## config.mk

```make
export PLATFORM = sky130hd
export DESIGN_NAME = fb_swap_arbiter
export DESIGN_NICKNAME = d
export VERILOG_FILES = /design/src/rtl/fb_swap_arbiter.sv
export SDC_FILE = /design/constraint.sdc
export NUM_CORES = 1
export LEC_CHECK = 0
export ABC_AREA = 1
export ABC_CLOCK_PERIOD_IN_PS = 3500
export CAP_MARGIN = 20
export CORE_ASPECT_RATIO = 0.5
export CORE_MARGIN = 2
export CORE_UTILIZATION = 45
export DETAILED_ROUTE_END_ITERATION = 6
export PLACE_DENSITY = 0.83
export SKIP_CTS_REPAIR_TIMING = 1
export SLEW_MARGIN = 20
export SYNTH_ARGS = -nofsm -noshare
export SYNTH_HDL_FRONTEND = slang
export SYNTH_SLANG_ARGS = --single-unit
```

## constraint.sdc

```tcl
create_clock -name pixclk -period 3.5 [get_ports pixclk]
set_input_delay 0.35 -clock pixclk [delete_from_list [all_inputs] [get_ports pixclk]]
set_output_delay 0.35 -clock pixclk [all_outputs]
set_load 0.005 [all_outputs]
```

## src/rtl/fb_swap_arbiter.sv

```systemverilog
// fb_swap_arbiter: ping-pong frame-buffer arbiter for the HDMI oscilloscope path.
// The trace writer fills the back bank (~addrSel) while scanout reads the front
// bank (addrSel). Banks swap only on vSync_up, after the back bank is complete.
// Optional feature macro: FB_AUTOCLEAR_EN. When it is defined, the new back bank
// is zeroed after every swap and after reset, before the writer is acknowledged.
module fb_swap_arbiter #(
  parameter int ADDR_WIDTH = 19,
  parameter int FRAME_SIZE = 307200
) (
  input  logic                  pixclk,
  input  logic                  rst,
  input  logic                  wrReq,
  input  logic                  wrData,
  output logic                  wrAck,
  input  logic [ADDR_WIDTH-1:0] rdAddr,
  output logic                  rdData,
  input  logic                  vSync_up,
  input  logic                  RD0,
  input  logic                  RD1,
  output logic                  WE0,
  output logic                  WE1,
  output logic [ADDR_WIDTH-1:0] addrB0,
  output logic [ADDR_WIDTH-1:0] addrB1,
  output logic                  WD,
  output logic                  addrSel,
  output logic                  frame_written,
  output logic                  swapPending
);

  typedef enum logic [1:0] {
    ST_FILL  = 2'd0,
    ST_FULL  = 2'd1,
    ST_SWAP  = 2'd2,
    ST_CLEAR = 2'd3
  } state_t;

  localparam logic [ADDR_WIDTH-1:0] LAST_ADDR = ADDR_WIDTH'(FRAME_SIZE - 1);
  localparam logic [ADDR_WIDTH-1:0] ADDR_ONE  = {{(ADDR_WIDTH-1){1'b0}}, 1'b1};

`ifdef FB_AUTOCLEAR_EN
  localparam state_t RESET_STATE = ST_CLEAR;
  localparam state_t POST_SWAP   = ST_CLEAR;
`else
  localparam state_t RESET_STATE = ST_FILL;
  localparam state_t POST_SWAP   = ST_FILL;
`endif

  state_t                state_q, state_d;
  logic [ADDR_WIDTH-1:0] wr_addr_q, wr_addr_d;
  logic                  addr_sel_q, addr_sel_d;
  logic                  sel_d_q;
  logic                  rd_data_q, rd_data_d;
  logic                  frame_written_q, frame_written_d;

  logic                  we_back_s;
  logic                  wd_s;
  logic                  wr_ack_s;
  logic                  swap_pending_s;

  // Next-state and handshake decode of the fill/swap sequencer.
  always_comb begin
    state_d        = state_q;
    wr_addr_d      = wr_addr_q;
    we_back_s      = 1'b0;
    wd_s           = 1'b0;
    wr_ack_s       = 1'b0;
    swap_pending_s = 1'b0;
    case (state_q)
      ST_FILL: begin
        wr_ack_s = 1'b1;
        if (wrReq) begin
          we_back_s = 1'b1;
          wd_s      = wrData;
          // The final write parks the counter at the last address; vSync_up
          // in this same cycle is deliberately not honoured.
          if (wr_addr_q == LAST_ADDR) begin
            state_d = ST_FULL;
          end else begin
            wr_addr_d = wr_addr_q + ADDR_ONE;
          end
        end else begin
          we_back_s = 1'b0;
        end
      end
      ST_FULL: begin
        swap_pending_s = 1'b1;
        if (vSync_up) begin
          state_d = ST_SWAP;
        end else begin
          state_d = ST_FULL;
        end
      end
      ST_SWAP: begin
        wr_addr_d = '0;
        state_d   = POST_SWAP;
      end
`ifdef FB_AUTOCLEAR_EN
      ST_CLEAR: begin
        we_back_s = 1'b1;
        wd_s      = 1'b0;
        if (wr_addr_q == LAST_ADDR) begin
          wr_addr_d = '0;
          state_d   = ST_FILL;
        end else begin
          wr_addr_d = wr_addr_q + ADDR_ONE;
        end
      end
`endif
      default: begin
        state_d   = ST_FILL;
        wr_addr_d = '0;
      end
    endcase
  end

  // Swap bookkeeping: the displayed bank toggles and the swap pulse is raised
  // on the cycle after SWAP.
  always_comb begin
    addr_sel_d      = addr_sel_q;
    frame_written_d = 1'b0;
    if (state_q == ST_SWAP) begin
      addr_sel_d      = ~addr_sel_q;
      frame_written_d = 1'b1;
    end else begin
      addr_sel_d      = addr_sel_q;
      frame_written_d = 1'b0;
    end
  end

  // Read mux uses the bank select delayed by one cycle so it lines up with
  // the BRAM's one-cycle read latency, even across a swap.
  always_comb begin
    rd_data_d = 1'b0;
    if (sel_d_q) begin
      rd_data_d = RD1;
    end else begin
      rd_data_d = RD0;
    end
  end

  // State, counter, bank select and registered outputs.
  always_ff @(posedge pixclk or posedge rst) begin
    if (rst) begin
      state_q         <= RESET_STATE;
      wr_addr_q       <= '0;
      addr_sel_q      <= 1'b0;
      sel_d_q         <= 1'b0;
      rd_data_q       <= 1'b0;
      frame_written_q <= 1'b0;
    end else begin
      state_q         <= state_d;
      wr_addr_q       <= wr_addr_d;
      addr_sel_q      <= addr_sel_d;
      sel_d_q         <= addr_sel_q;
      rd_data_q       <= rd_data_d;
      frame_written_q <= frame_written_d;
    end
  end

  // Bank steering: the back bank takes the write counter, the front bank the
  // scanout address; write enables are held low throughout reset.
  assign WE0           = we_back_s & addr_sel_q & ~rst;
  assign WE1           = we_back_s & ~addr_sel_q & ~rst;
  assign addrB0        = addr_sel_q ? wr_addr_q : rdAddr;
  assign addrB1        = addr_sel_q ? rdAddr : wr_addr_q;
  assign WD            = wd_s;
  assign wrAck         = wr_ack_s & ~rst;
  assign swapPending   = swap_pending_s;
  assign addrSel       = addr_sel_q;
  assign frame_written = frame_written_q;
  assign rdData        = rd_data_q;

endmodule

```

==> impl_metrics.toml, run 1 <==
[detailed_routing]
final_antenna_net_count = 0
drt-initial-drc-count = 151
drc_errors = 0
first_pass_iters = 5
routed_wl_mm = 5.51
drt-vias-per-instance = 5.13
routedWlPerCell_um = 12.8
vias = 2209

[critical_path]
rr_startpoint = "wr_addr_q[1]"
reg2reg_to = "wr_addr_q[14]"
start_kind = "register"
crit_chain = "inv_1 -> nand2_1 -> o21ai_0 -> clkdlybuf4s50_1"
critPathCaptureType = "output port"
worst-r2r-cell-count = 8
crit_fanout = 39
slowest_delay_ns = 0.69
r2r_setup_slack_ns = 1.73
slowest_stage = "inv_1"
critPathRequiredTime_ns = 3.15
path_class = "reg2out"
worst_ep_arrival_time_ns = 2.15

[status]
status = "completed"

[layout]
antenna_cells = 0
nets = 405
fin_area_um2 = 2700
syn_to_final_growth_pct = 40.5
layout-drive-gt1-share = 0.0398
instances_no_fill = 431
nFillCells = 352

[placement]
gp_congestion = 0.895
dpl_cell_area_um2 = 2640
place_hpwl_mm = 4.19
numPortBuffers = 71
placedCellCount = 426
post-place-ws_ns = 1.29

[timing]
slew_headroom = 0.360
rsz0062_at_grt = "false"
fin_skew_ns = 0.00373
setup_ws_ns = 1.00
drv_slew = 0
final-setup-viol-count = 0
worst_pin_slew_ns = 0.959
period_minus_slack_ns = 2.50
fin_crit_sh = 0.714
hold_viol = 0
fmax_ghz = 0.400
setup_tns_ns = 0

[yosys]
syn_avg_cell_area_um2 = 6.18
yosysUniqueCellTypes = 21
postSynth.asyncResetShare = 1.00
synthCells = 311
yosysSeqAreaShare = 0.326
synth-simple-area-share = 0.405
syn_area_um2 = 1920
synth-adder-area-share = 0.00651
synth_seq_cells = 25
synth_top_family_by_area = "simple AND/OR/NAND/NOR gates"
synth_edf_count = 0
yosysWarnings = 0
synthMuxAreaShare = 0.00586
synth_compound_area_frac = 0.117
synth_xor_area_frac = 0.0410
synth_top_flop_cell = "dfrtp_1"
synth_nets = 338

[clock_tree]
cts.clk_slew.worst_paths_ns = 0.08
cts_buffers = 3
clk_latency_ns = 0.27
htree_levels = 1
cts.path.max_buffers = 2
cts_sinks = 25
cts_tree = "done"
cts-root-buf = "clkbuf_8"

[global_route]
grt_pass1_wl_mm = 9.15
grt_max_degree = 43
grt_overflow_total = 0
grt_pass1_vias = 1959
track_usage = 0.240
antenna_found_initial = 0

[floorplanning]
coreArea_um2 = 4000
initial_core_util = 0.480
die_h_um = 50.2
die_w_um = 96.4
die-area_um2 = 4840
std_cell_rows = 16
io_pins = 72

[pwr]
ir_worst_vdd_v = 0.000345
leakagePower_nw = 1.20
power_mw = 1.33
p_per_area_nw_per_um2 = 492

[job]
maxCapViolCount = 0

[min_path]
hp-class = "in2async"
-- metrics by stage --
| stage | hold slack (ns) | util |
|---|---|---|
| 5_1_grt | 0.469 | 0.674 |
| 2_1_floorplan | 0.377 | - |
| 3_3_place_gp | 0.488 | 0.659 |
| 4_1_cts | 0.512 | 0.670 |
| 6_report | 0.447 | 0.674 |
| 3_5_place_dp | 0.492 | 0.659 |
-- metal layers --
layer,track usage,up-vias,part of all wire
met2,0.378,86,0.44
met4,0.0376,0,0.0083
met3,0.0511,6,0.081
met1,0.346,1013,0.47
met5,0,-,0
li1,-,1104,-
-- how the worst max path moves through the flow --
| stage | startpoint | endpoint | slack [ns] | cells past startpoint |
|---|---|---|---|---|
| final | addrSel | addrB0[17] | 1.00 | 4 |
| after CTS | addrSel | addrB0[17] | 0.99 | 4 |
| after detailed placement | addrSel | addrB0[17] | 1.29 | 4 |
| after global routing | addrSel | addrB0[9] | 0.77 | 4 |
| after floorplan | addrSel | addrB0[17] | 1.99 | 5 |
| after global placement | addrSel | addrB0[16] | 1.41 | 4 |
-- registers in the layout (all words and copies together), names as in the netlist --
signal / count
addrSel: 1
frame_written: 1
rdData: 1
sel_d_q: 1
state_q: 2
wr_addr_q: 19
-- cell usage after synthesis, types with 3 or more instances --
cell type  count  area, um^2
nand2_1      132         495
clkbuf_1       8        30.0
nor2_2         3        18.8
xor2_1         9        78.8
nor2_4         3        33.8
dfrtp_1       25         626
inv_1         32         120
nand3_1       14        70.1
nand4_1        3        18.8
o21ai_0       44         220
nor2_1        25        93.8
nor3_1         4        20.0
-- power by group --
part | total (mW) | switching (mW) | internal, mW
combinational | 0.789 | 0.388 | 0.401
sequential | 0.365 | 0.0362 | 0.329
clock | 0.174 | 0.0923 | 0.0815
-- worst max-delay path, delay by kind of cell, from the launching register on --
family / cells / cell delay (ns)
AOI/OAI and AO/OA: 1 / 0.13
DFF: 1 / 0.38
buffers and inverters: 2 / 1.24
and+or+nand+nor: 1 / 0.12
-- layout by cell type (no fill, tap or decap) --
| master | n |
|---|---|
| a21oi_1 | 1 |
| buf_4 | 1 |
| buf_8 | 1 |
| clkbuf_1 | 1 |
| clkbuf_8 | 3 |
| clkdlybuf4s50_1 | 71 |
| dfrtp_1 | 25 |
| ha_1 | 1 |
| inv_1 | 32 |
| mux2_2 | 1 |
| nand2_1 | 132 |
| nand2_2 | 1 |
| nand2_4 | 1 |
| nand3_1 | 14 |
| nand3_2 | 1 |
| nand4_1 | 3 |
| nor2_1 | 25 |
| nor2_2 | 3 |
| nor2_4 | 3 |
| nor3_1 | 4 |
| o21ai_0 | 44 |
| xor2_1 | 9 |
-- kinds of logic after synthesis --
group,after synthesis
simple gates,187
compound gates,45
buf+inv,43
flops,25
xor+xnor,9
mux,1
fa+ha+maj,1
-- layout make-up --
cell class	count	area [um^2]	area share
tap	54	67.6	0.0250
inverter	32	120	0.0445
sequential	25	626	0.232
multi-input combinational	243	1110	0.410
timing repair buffer	73	733	0.272
clock buffer	4	45.0	0.0167
No activity file was read; power rests on OpenSTA's default activity.
==> inputs of run 2 (changes only) <==
--- a/config.mk
+++ b/config.mk
@@ -6,7 +6,7 @@
 export NUM_CORES = 1
 export LEC_CHECK = 0
 export ABC_AREA = 1
-export ABC_CLOCK_PERIOD_IN_PS = 3500
+export ABC_CLOCK_PERIOD_IN_PS = 2400
 export CAP_MARGIN = 20
 export CORE_ASPECT_RATIO = 0.5
 export CORE_MARGIN = 2
==> constraint.sdc (replaced) <==
create_clock -name pixclk -period 2.4 [get_ports pixclk]
set_input_delay 0.24 -clock pixclk [delete_from_list [all_inputs] [get_ports pixclk]]
set_output_delay 0.24 -clock pixclk [all_outputs]
set_load 0.005 [all_outputs]
==> run 2 against run 1 <==
Worst hold slack got worse by 0.026 ns. Total power increased by 46%. Critical path depth increased by 1. Combinational power increased by 44%. Critical path type unchanged. Largest cell class unchanged. Highest routed layer unchanged.
==> impl_metrics.toml, run 2 (same netlist as run 1, synthesis figures left out) <==
[timing]
rsz0062_at_grt = "false"
hold_viol = 0
setup_tns_ns = 0
drv_slew = 0
final-setup-viol-count = 0
fin_skew_ns = 0.00576
slew_headroom = 0.681
fmax_ghz = 0.469
fin_crit_sh = 0.888
period_minus_slack_ns = 2.13
worst_pin_slew_ns = 0.477

[clock_tree]
cts.clk_slew.worst_paths_ns = 0.09
clk_latency_ns = 0.27
cts.path.max_buffers = 2
htree_levels = 1
cts_buffers = 3
cts_tree = "done"
cts-root-buf = "clkbuf_8"
cts_sinks = 25

[critical_path]
critPathBufInv = 3
rr_startpoint = "wr_addr_q[1]"
slowest_stage = "clkdlybuf4s50_1"
critPathCaptureType = "output port"
r2r_setup_slack_ns = 0.65
path_class = "reg2out"
critPathRequiredTime_ns = 2.16
start_kind = "register"
worst_ep_arrival_time_ns = 1.89
setup.worst_path.start = "addrSel"
slowest_delay_ns = 0.54
cp_top_family = "buffers and inverters"
crit_chain = "inv_1 -> buf_4 -> nand2_1 -> o21ai_0 -> clkdlybuf4s50_1"
crit_fanout = 39

[detailed_routing]
routedWlPerCell_um = 12.5
drt-vias-per-instance = 5.11
routed_wl_mm = 5.41
final_antenna_net_count = 0
first_pass_iters = 4
drc_errors = 0
vias = 2208
drt-initial-drc-count = 120

[layout]
top_register = "wr_addr_q"
reg_top3 = "wr_addr_q: 19 flops, state_q: 2 flops"
nets = 406
largest_reg_flops = 19
final_cell_mix = "132 x nand2_1, 71 x clkdlybuf4s50_1, 44 x o21ai_0"
syn_to_final_growth_pct = 40.5
antenna_cells = 0
post-route-util = 0.674
layout-drive-gt1-share = 0.0423
final_common_cell = "nand2_1"
instances_no_fill = 432

[floorplanning]
die_w_um = 96.4
initial_core_util = 0.480
std_cell_rows = 16
die_h_um = 50.2
coreArea_um2 = 4000
die-area_um2 = 4840
io_pins = 72

[min_path]
hp-class = "in2async"

[job]
maxCapViolCount = 0

[global_route]
grt_pass1_vias = 1961
grt_overflow_total = 0
antenna_found_initial = 0
grt_max_degree = 40
grt_pass1_wl_mm = 9.04
track_usage = 0.239

[placement]
placedCellCount = 428
numPortBuffers = 71
place_hpwl_mm = 4.33
gp_congestion = 0.894

[pwr]
p_per_area_nw_per_um2 = 720
ir_worst_vdd_v = 0.000443
leakagePower_nw = 1.20
power_mw = 1.94

[status]
status = "completed"
run 2: cell count changes in the layout (fill, tap and decap cells not counted), sizes merged:
cell  change
buf       +1
run 2: final cells by class:
class                   instances  area, um^2
well taps                      54        67.6
multi-input cells             243        1110
clock buffers                   4        45.0
flip-flops and latches         25         626
inverters                      32         120
repair buffers                 74         733
fillers                       358        1310
run 2: final timing paths:
path / end / cells past startpoint
max reg2reg: wr_addr_q[14] / 8
max: addrB0[18] / 5
max in group asynchronous: wr_addr_q[2] / 3
min reg2reg: wr_addr_q[0] / 2
min in group pixclk: state_q[1] / 3
min: wr_addr_q[12] / 3
run 2: through the flow:
step	setup WS (ns)	area, um^2	hold slack [ns]
2_1_floorplan	0.940	1920	0.267
3_3_place_gp	0.561	2650	0.484
3_5_place_dp	0.547	2650	0.492
4_1_cts	0.260	2700	0.446
5_1_grt	0.140	2700	0.467
6_report	0.270	2700	0.421
run 2: worst min-delay path, stage by stage:
cell,delay [ns]
clkdlybuf4s50_1,0.47
inv_1,0.08
buf_4,0.30
run 2: power by group:
group / leakage (nW) / internal [mW] / switching [mW] / total, mW
Sequential: 0.337 / 0.479 / 0.0694 / 0.549
Combinational: 0.839 / 0.592 / 0.552 / 1.14
Clock: 0.0228 / 0.119 / 0.132 / 0.250
run 2: per-layer routing:
layer | part of all wire | track usage | vias to the layer above
li1 | - | - | 1104
met1 | 0.45 | 0.340 | 1011
met2 | 0.45 | 0.378 | 88
met3 | 0.094 | 0.0465 | 5
met4 | 0.0063 | 0.0540 | 0
met5 | 0 | 0 | -
==> inputs of run 3 (changes only) <==
--- a/config.mk
+++ b/config.mk
@@ -9,7 +9,6 @@
 export ABC_CLOCK_PERIOD_IN_PS = 2400
 export CAP_MARGIN = 20
 export CORE_ASPECT_RATIO = 0.5
-export CORE_MARGIN = 2
 export CORE_UTILIZATION = 45
 export DETAILED_ROUTE_END_ITERATION = 6
 export PLACE_DENSITY = 0.83
==> run 3 against run 2 <==
Via count increased by 0.36%. First-iteration DRC count increased by 55%. Global-route usage is 0.99 points higher. Cell count up 0.23%. Sequential share of layout area fell by 0.064 points. Cell area is 0.28% higher. Worst hold slack gained 0.025 ns. Sequential power down 2%. Wire length is 1.9% higher. Largest cell class unchanged. Maximum frequency rose by 5.6%. Non-clock buffer count up 1.
==> impl_metrics.toml, run 3 (same netlist as run 1, synthesis figures left out) <==
[global_route]
track_usage = 0.249
antenna_found_initial = 0
grt_max_degree = 40
grt_overflow_total = 0
grt_pass1_vias = 1780
grt_pass1_wl_mm = 8.40

[layout]
syn_to_final_growth_pct = 40.8
layout-drive-gt1-share = 0.0449
final_cell_mix = "132 x nand2_1, 71 x clkdlybuf4s50_1, 44 x o21ai_0"
reg_top3 = "wr_addr_q: 19 flops, state_q: 2 flops"
nFillCells = 349
seqCellArea_um2 = 626
nets = 407
largest_reg_flops = 19
top_register = "wr_addr_q"
multi_input_area_um2 = 1110
final_common_cell = "nand2_1"
antenna_cells = 0

[floorplanning]
die_h_um = 48.2
die_w_um = 94.4
die-area_um2 = 4550
coreArea_um2 = 4000
std_cell_rows = 16
initial_core_util = 0.480
io_pins = 72

[placement]
post-place-ws_ns = 0.554
gp_congestion = 0.887
numPortBuffers = 71
place_hpwl_mm = 4.19

[pwr]
p_clk_frac = 0.133
intPower_mw = 1.20
p_seq_frac = 0.273
leakagePower_nw = 1.20
switchingPower_mw = 0.764
comb_power_share = 0.594
ir_worst_vdd_v = 0.000590
p_per_area_nw_per_um2 = 727
swShare = 0.389

[detailed_routing]
first_pass_iters = 7
routed_wl_mm = 5.51
drt-vias-per-instance = 5.12
vias = 2216
final_antenna_net_count = 0
drt-initial-drc-count = 186
routedWlPerCell_um = 12.7
drc_errors = 0

[critical_path]
critPathCaptureType = "output port"
rr_startpoint = "wr_addr_q[1]"
start_kind = "register"
crit_fanout = 39
critPathRequiredTime_ns = 2.16
worst_ep_arrival_time_ns = 1.78
r2r_setup_slack_ns = 0.67
slowest_stage = "clkdlybuf4s50_1"
cp_top_family = "buffers and inverters"
worst-r2r-cell-count = 8
path_class = "reg2out"
reg2reg_to = "wr_addr_q[16]"
crit_chain = "inv_1 -> buf_4 -> nand2_1 -> o21ai_0 -> clkdlybuf4s50_1"
critPathBufInv = 3
slowest_delay_ns = 0.55

[status]
status = "completed"

[timing]
period_minus_slack_ns = 2.02
slew_headroom = 0.687
fmax_ghz = 0.496
hold_viol = 0
fin_crit_sh = 0.840
setup_ws_ns = 0.383
fin_skew_ns = 0.00441
rsz0062_at_grt = "false"
setup_tns_ns = 0
final-setup-viol-count = 0
worst_pin_slew_ns = 0.468
drv_slew = 0

[clock_tree]
clk_latency_ns = 0.28
cts-root-buf = "clkbuf_8"
cts_sinks = 25
cts_buffers = 3
cts_tree = "done"
cts.clk_slew.worst_paths_ns = 0.09
htree_levels = 1
cts.path.max_buffers = 2

[job]
maxCapViolCount = 0

[min_path]
hp-class = "in2async"
## run 3: cell types whose count changed in the layout (fill, tap and decap cells not counted)
cell | previous run | this run
buf_4 | 3 | 4
## run 3: layout make-up
| cell class | instances | area share |
|---|---|---|
| Clock buffer | 4 | 0.0167 |
| Inverter | 32 | 0.0444 |
| Multi-Input combinational cell | 243 | 0.409 |
| Sequential cell | 25 | 0.231 |
| Tap cell | 54 | 0.0250 |
| Timing Repair Buffer | 75 | 0.274 |
## run 3: worst register-to-register path: stages, from the launching register on
cell	delay [ns]
dfrtp_1	0.43
ha_1	0.24
nand2_1	0.11
nor2_2	0.07
nand3_1	0.14
nor2_2	0.07
nor2_4	0.37
nand3_1	0.15
nand2_1	0.09
## run 3: power by group through the flow
stage / sequential, mW / combinational, mW / clock, mW
global placement: 0.540 / 1.15 / 0
detailed placement: 0.544 / 1.18 / 0
floorplan: 0.533 / 0.589 / 0
CTS: 0.536 / 1.18 / 0.269
global route: 0.546 / 1.31 / 0.283
finish: 0.536 / 1.17 / 0.261
## run 3: worst max path at each step
stage	from	to	slack [ns]	cells past startpoint
after global routing	addrSel	addrB0[17]	0.23	5
after CTS	addrSel	addrB0[15]	0.37	5
after global placement	wrReq	WE0	0.56	4
final	addrSel	addrB0[15]	0.38	5
after floorplan	wr_addr_q[1]	wr_addr_q[6]	0.94	9
after detailed placement	wrReq	WE0	0.55	4
## run 3: per-stage QoR
step | cell area (um^2) | power (mW) | hold slack, ns | utilization | cells
finish | 2710 | 1.97 | 0.446 | 0.676 | 433
global route | 2710 | 2.14 | 0.480 | 0.676 | 433
CTS | 2710 | 1.98 | 0.456 | 0.676 | 433
detailed placement | 2660 | 1.72 | 0.490 | 0.664 | 429
global placement | 2660 | 1.69 | 0.490 | 0.664 | 429
floorplan | 1920 | 1.12 | 0.267 | - | 311
## run 3: per-layer routing
layer	routed length, um	track usage	vias up
met5	0	0	-
met4	49	0.0646	0
met3	504	0.0483	4
met2	2350	0.410	101
met1	2610	0.345	1006
li1	-	-	1105
